<file path="config.mk">
export PLATFORM = sky130hd
export DESIGN_NAME = controle_movimento
export DESIGN_NICKNAME = d
export VERILOG_FILES = /design/src/rtl/controle_movimento_pkg.sv /design/src/rtl/controle_movimento_timer.sv /design/src/rtl/controle_movimento.sv
export SDC_FILE = /design/constraint.sdc
export NUM_CORES = 1
export LEC_CHECK = 0
export BUFFER_PORTS_ARGS = -buffer_cell sky130_fd_sc_hd__buf_4
export CELL_PAD_IN_SITES_DETAIL_PLACEMENT = 1
export CELL_PAD_IN_SITES_GLOBAL_PLACEMENT = 2
export CORE_MARGIN = 2
export CORE_UTILIZATION = 30
export CTS_CLUSTER_DIAMETER = 40
export CTS_CLUSTER_SIZE = 24
export DETAILED_ROUTE_END_ITERATION = 16
export HOLD_SLACK_MARGIN = 0.12
export PLACE_DENSITY_LB_ADDON = 0.05
export SLEW_MARGIN = 20
export SYNTH_ARGS = -nofsm -noshare
export SYNTH_HDL_FRONTEND = slang
export SYNTH_HIERARCHICAL = 1
export SYNTH_SLANG_ARGS = --single-unit
</file>
<file path="constraint.sdc">
create_clock -name clk -period 2.3 [get_ports clk]
set_input_delay 0.46 -clock clk [delete_from_list [all_inputs] [get_ports clk]]
set_output_delay 0.46 -clock clk [all_outputs]
set_load 0.005 [all_outputs]
</file>
<file path="src/rtl/controle_movimento_pkg.sv">
// Shared definitions for the toy motion controller: state encoding, motor codes
// and the forward-run duration table indexed by speed level.
package controle_movimento_pkg;

  typedef enum logic [2:0] {
    DESLIGADO = 3'b000,
    PARADO    = 3'b001,
    FRENTE    = 3'b010,
    GIRO      = 3'b011,
    RE        = 3'b100
  } estado_t;

  localparam logic [1:0] MOTOR_PARA   = 2'b00;
  localparam logic [1:0] MOTOR_FRENTE = 2'b01;
  localparam logic [1:0] MOTOR_RE     = 2'b10;

  localparam logic [3:0] DUR_FRENTE_V1 = 4'd12;
  localparam logic [3:0] DUR_FRENTE_V2 = 4'd8;
  localparam logic [3:0] DUR_FRENTE_V3 = 4'd4;

  // Timer load value for a FRENTE entry; speed 0 never enters FRENTE.
  function automatic logic [3:0] carga_frente(input logic [1:0] vel);
    case (vel)
      2'd2:    return DUR_FRENTE_V2 - 4'd1;
      2'd3:    return DUR_FRENTE_V3 - 4'd1;
      default: return DUR_FRENTE_V1 - 4'd1;
    endcase
  endfunction

endpackage

</file>
<file path="src/rtl/controle_movimento_timer.sv">
// 4-bit loadable down-counter that times each action; load wins over a
// same-cycle decrement and the count stops at zero.
module temporizador_acao (
  input  logic       clk,
  input  logic       reset,
  input  logic       load,
  input  logic [3:0] load_value,
  input  logic       enable,
  output logic       zero
);

  logic [3:0] count_reg;

  always_ff @(posedge clk or posedge reset) begin
    if (reset) begin
      count_reg <= 4'd0;
    end else if (load) begin
      count_reg <= load_value;
    end else if (enable && (count_reg != 4'd0)) begin
      count_reg <= count_reg - 4'd1;
    end
  end

  assign zero = (count_reg == 4'd0);

endmodule

</file>
<file path="src/rtl/controle_movimento.sv">
// Motion controller FSM for a toy car: sequences stop/forward/turn/reverse on
// divider ticks, with a speed button and a BCD count of completed cycles.
module controle_movimento
  import controle_movimento_pkg::*;
#(
  parameter int T_PARADO = 2,
  parameter int T_GIRO   = 3,
  parameter int T_RE     = 2
) (
  input  logic       clk,
  input  logic       reset,
  input  logic       power,
  input  logic       tick,
  input  logic       pulso_velocidade,
  output logic [1:0] motor_esq,
  output logic [1:0] motor_dir,
  output logic [2:0] estado,
  output logic [1:0] velocidade,
  output logic [3:0] contagem_acao
);

  localparam logic [3:0] CARGA_PARADO = 4'(T_PARADO - 1);
  localparam logic [3:0] CARGA_GIRO   = 4'(T_GIRO - 1);
  localparam logic [3:0] CARGA_RE     = 4'(T_RE - 1);

  estado_t    state_reg, state_next;
  logic [1:0] vel_reg, vel_next, vel_inc;
  logic [3:0] bcd_reg, bcd_next;
  logic       t_load, t_enable, t_zero;
  logic [3:0] t_value;

  temporizador_acao u_timer (
    .clk        (clk),
    .reset      (reset),
    .load       (t_load),
    .load_value (t_value),
    .enable     (t_enable),
    .zero       (t_zero)
  );

  always_ff @(posedge clk or posedge reset) begin
    if (reset) begin
      state_reg <= DESLIGADO;
      vel_reg   <= 2'd1;
      bcd_reg   <= 4'd0;
    end else begin
      state_reg <= state_next;
      vel_reg   <= vel_next;
      bcd_reg   <= bcd_next;
    end
  end

  always_comb begin
    state_next = state_reg;
    vel_next   = vel_reg;
    bcd_next   = bcd_reg;
    t_load     = 1'b0;
    t_value    = 4'd0;
    t_enable   = 1'b0;
    vel_inc    = pulso_velocidade ? vel_reg + 2'd1 : vel_reg;

    if (!power) begin
      state_next = DESLIGADO;
      vel_next   = 2'd1;
      bcd_next   = 4'd0;
      t_load     = 1'b1;
    end else if (state_reg == DESLIGADO) begin
      state_next = PARADO;
      t_load     = 1'b1;
      t_value    = CARGA_PARADO;
    end else begin
      vel_next = vel_inc;
      // Speed 0 freezes PARADO; a pulse that wraps to 0 parks at this very edge,
      // and any tick in the wrap cycle is discarded.
      if (vel_reg != 2'd0) begin
        if (vel_inc == 2'd0) begin
          state_next = PARADO;
          t_load     = 1'b1;
          t_value    = CARGA_PARADO;
        end else if (tick) begin
          if (!t_zero) begin
            t_enable = 1'b1;
          end else begin
            t_load = 1'b1;
            case (state_reg)
              PARADO: begin
                state_next = FRENTE;
                t_value    = carga_frente(vel_reg);
              end
              FRENTE: begin
                state_next = GIRO;
                t_value    = CARGA_GIRO;
              end
              GIRO: begin
                state_next = RE;
                t_value    = CARGA_RE;
              end
              RE: begin
                state_next = FRENTE;
                t_value    = carga_frente(vel_reg);
                bcd_next   = (bcd_reg == 4'd9) ? 4'd0 : bcd_reg + 4'd1;
              end
              default: state_next = DESLIGADO;
            endcase
          end
        end
      end
    end
  end

  always_comb begin
    motor_esq = MOTOR_PARA;
    motor_dir = MOTOR_PARA;
    case (state_reg)
      FRENTE: begin
        motor_esq = MOTOR_FRENTE;
        motor_dir = MOTOR_FRENTE;
      end
      GIRO: begin
        motor_esq = MOTOR_FRENTE;
        motor_dir = MOTOR_RE;
      end
      RE: begin
        motor_esq = MOTOR_RE;
        motor_dir = MOTOR_RE;
      end
      default: ;
    endcase
  end

  assign estado        = state_reg;
  assign velocidade    = vel_reg;
  assign contagem_acao = bcd_reg;

endmodule
</file>
==> out/summary.json <==
{
  "synthesis": {
    "ys_warns": 6,
    "synth_edf_count": 0,
    "synth_area_um2": 1020,
    "async_flop_share_pct": 100,
    "synth_seq_area_share_pct": 32.0,
    "count_of_mapped_cells_out_of_synthesis": 114,
    "synth_ff_type": "sky130_fd_sc_hd__dfrtp_1",
    "mappedNetlistNets": 125,
    "ys_types": 43,
    "ys_seq_elements": 13,
    "syn_area_per_cell_um2": 8.96
  },
  "critical_path": {
    "critPathKind": "reg -> reg",
    "maximum_net_fanout_on_the_critical_path": 3,
    "timing.critical_path.required_ps": 2470,
    "worstReg2RegStart": "velocidade[0]",
    "worst_ep_arrival_time_ps": 2350,
    "crit_path_end_kind": "register",
    "setup.worst_path.start_class": "register",
    "reg2reg_setup_slack_ps": 120,
    "crit-reg2reg-capture": "u_timer/count_reg[3]",
    "depth_of_the_worst_register_to_register_path": 9
  },
  "sta": {
    "fmax_mhz": 458,
    "finalHoldViolCount": 0,
    "fin_hold_ws_ps": 404,
    "layout_min_cycle_time_ps": 2180,
    "post-route-period-util_pct": 95.0,
    "setup_viol_count_final": 0,
    "finalClockSkew_ps": 5.49,
    "drv_slew": 0,
    "slew-limit-headroom_pct": 71.3,
    "tightest_slew_ps": 430
  },
  "die": {
    "chipHeight_um": 62.3,
    "placementRows": 21,
    "boundaryPins": 18,
    "die_width_um": 62.3,
    "dieArea_um2": 3890,
    "start_util_pct": 30.8,
    "placeableCoreArea_um2": 3310
  },
  "global_routing": {
    "first_global_vias": 1002,
    "grt_max_degree": 14,
    "grt_util_all_layers_pct": 16.1,
    "globalRouteOverflowTotal": 0,
    "grt_first_pass_wirelength_um": 4930,
    "initial_antenna_violation_count": 0
  },
  "clock_tree": {
    "cts_inserted_buffers": 3,
    "clkLatencyLatePin_ps": 280,
    "clock_sink_count": 13,
    "path_clk_slew_ps": 90,
    "clock_tree.buffer_depth": 2,
    "clockRootBuffer": "sky130_fd_sc_hd__clkbuf_4",
    "tritoncts": "yes",
    "cts-htree-levels": 1
  },
  "drt": {
    "drtAntennaViolNets": 0,
    "drt_wl_total_um": 2800,
    "remaining_drc_errors": 0,
    "via_per_inst": 4.98,
    "vias": 986,
    "drt_iter0_drc": 31,
    "detail_route.first_pass.iterations": 4,
    "post_drt_wl_per_cell_um": 14.1
  },
  "power": {
    "peakVddDrop_mv": 0.203,
    "areal_power_density_over_the_cells_nw_per_um2": 533,
    "static-leakage-power_nw": 0.635,
    "total_power_uw": 734
  },
  "final_layout": {
    "syn_to_final_growth_pct": 34.8,
    "finish.instance_area_um2": 1380,
    "num-nets-final": 164,
    "antenna_cells": 0,
    "layout.cells.most_common": "sky130_fd_sc_hd__buf_4",
    "utilization_pct": 41.6,
    "drive_gt1_share_pct": 38.2,
    "final_cell_mix": "38 x sky130_fd_sc_hd__buf_4, 14 x sky130_fd_sc_hd__nand2_1, 12 x sky130_fd_sc_hd__dfrtp_1"
  },
  "place": {
    "detailedPlacementHpwl_um": 2180,
    "place_area_um2": 1290,
    "numPortBuffers": 17,
    "globalplace.congestion": 0.783
  },
  "hold_path": {
    "whs_endpoint": "velocidade[0]",
    "hold_path_startpoint": "power",
    "hold_class": "in -> reg",
    "whs_path_depth": 2
  },
  "status": {
    "run_status": "finished clean"
  },
  "flow_run": {
    "max_cap_violations": 0
  }
}
[power breakdown]
part / internal (mW) / switching [mW] / leakage, nW
clock network: 0.0674 / 0.0859 / 0.0150
logic: 0.166 / 0.159 / 0.446
registers: 0.245 / 0.0101 / 0.174
total: 0.479 / 0.255 / 0.635
[final cells by class]
type,count,area [µm²]
fill,422,1930
tap,46,57.6
inverter,8,30.0
clock buffer,4,26.3
multi-input combinational,88,641
sequential,13,327
timing repair buffer,39,295
[per-stage QoR]
stage / instances / setup slack [ps] / TNS (ps)
final: 198 / 116 / 0
after floorplan: 114 / 20.4 / 0
after global placement: 189 / 70.7 / 0
after detailed placement: 189 / 23.4 / 0
after global routing: 198 / -3.39 / -3.39
after CTS: 194 / 5.24 / 0
[worst max-delay path, stage by stage (launching register included)]
cell and delay (ps):
sky130_fd_sc_hd__dfstp_2 540, sky130_fd_sc_hd__inv_1 70, sky130_fd_sc_hd__ha_1 310, sky130_fd_sc_hd__and3b_1 210
sky130_fd_sc_hd__nor2_2 140, sky130_fd_sc_hd__nand3_1 80, sky130_fd_sc_hd__nor2_1 130, sky130_fd_sc_hd__nor4b_2 250
sky130_fd_sc_hd__nor3b_1 80, sky130_fd_sc_hd__a221o_1 270
[cells in the mapped netlist, types with 2 or more instances]
library cell                n  area share (%)
sky130_fd_sc_hd__nand2_1   14             5.1
sky130_fd_sc_hd__dfrtp_1   12              29
sky130_fd_sc_hd__nor2_1    10             3.7
sky130_fd_sc_hd__inv_1      8             2.9
sky130_fd_sc_hd__ha_1       6             7.4
sky130_fd_sc_hd__a21oi_1    5             2.5
sky130_fd_sc_hd__nand3_1    4             2.0
sky130_fd_sc_hd__nand3b_1   4             2.9
sky130_fd_sc_hd__or3_1      4             2.5
sky130_fd_sc_hd__buf_6      3             3.3
sky130_fd_sc_hd__nor3_1     3             1.5
sky130_fd_sc_hd__a21boi_1   2             1.5
sky130_fd_sc_hd__and3b_1    2             1.7
sky130_fd_sc_hd__clkbuf_1   2            0.74
sky130_fd_sc_hd__mux2i_1    2             2.0
sky130_fd_sc_hd__nor2b_1    2             1.2
sky130_fd_sc_hd__nor3b_1    2             1.5
sky130_fd_sc_hd__o21ai_1    2            0.98
sky130_fd_sc_hd__o31a_1     2             1.7
sky130_fd_sc_hd__xnor2_1    2             1.7
[kinds of logic (layout without fill, tap and decap cells)]
family / count (synthesis) / in the layout / share of synthesized area, %
buf+inv: 13 / 51 / 6.99
fa+ha+maj: 6 / 6 / 7.35
simple gates: 57 / 57 / 35.2
xor+xnor: 2 / 2 / 1.72
mux: 2 / 2 / 1.96
flops: 13 / 13 / 32.0
compound gates: 21 / 21 / 14.8
[per-layer routing]
layer	GRT usage, %	up-vias	share of wire [%]
met5	0	-	0
met4	3.33	0	0.47
met3	4.53	2	3.6
met2	26.2	21	48
met1	21.4	480	48
li1	-	483	-
[repair_timing]
action,CTS,global route
hold endpoints to repair,4,0
hold buffers,1,0
setup buffers,0,4
endpoints found under the setup margin,0,4
resized for setup,0,7
[worst max-delay path by stage]
stage,start,endpoint,slack [ps],depth (start not counted)
after floorplan,velocidade[0],u_timer/count_reg[3],20,9
after global placement,u_timer/count_reg[0],u_timer/count_reg[3],70,10
after detailed placement,u_timer/count_reg[0],u_timer/count_reg[3],20,10
after CTS,u_timer/count_reg[0],u_timer/count_reg[3],5,10
after global routing,u_timer/count_reg[0],u_timer/count_reg[3],-3,10
final,velocidade[0],u_timer/count_reg[3],120,9
(Power assumes the default switching activity.)
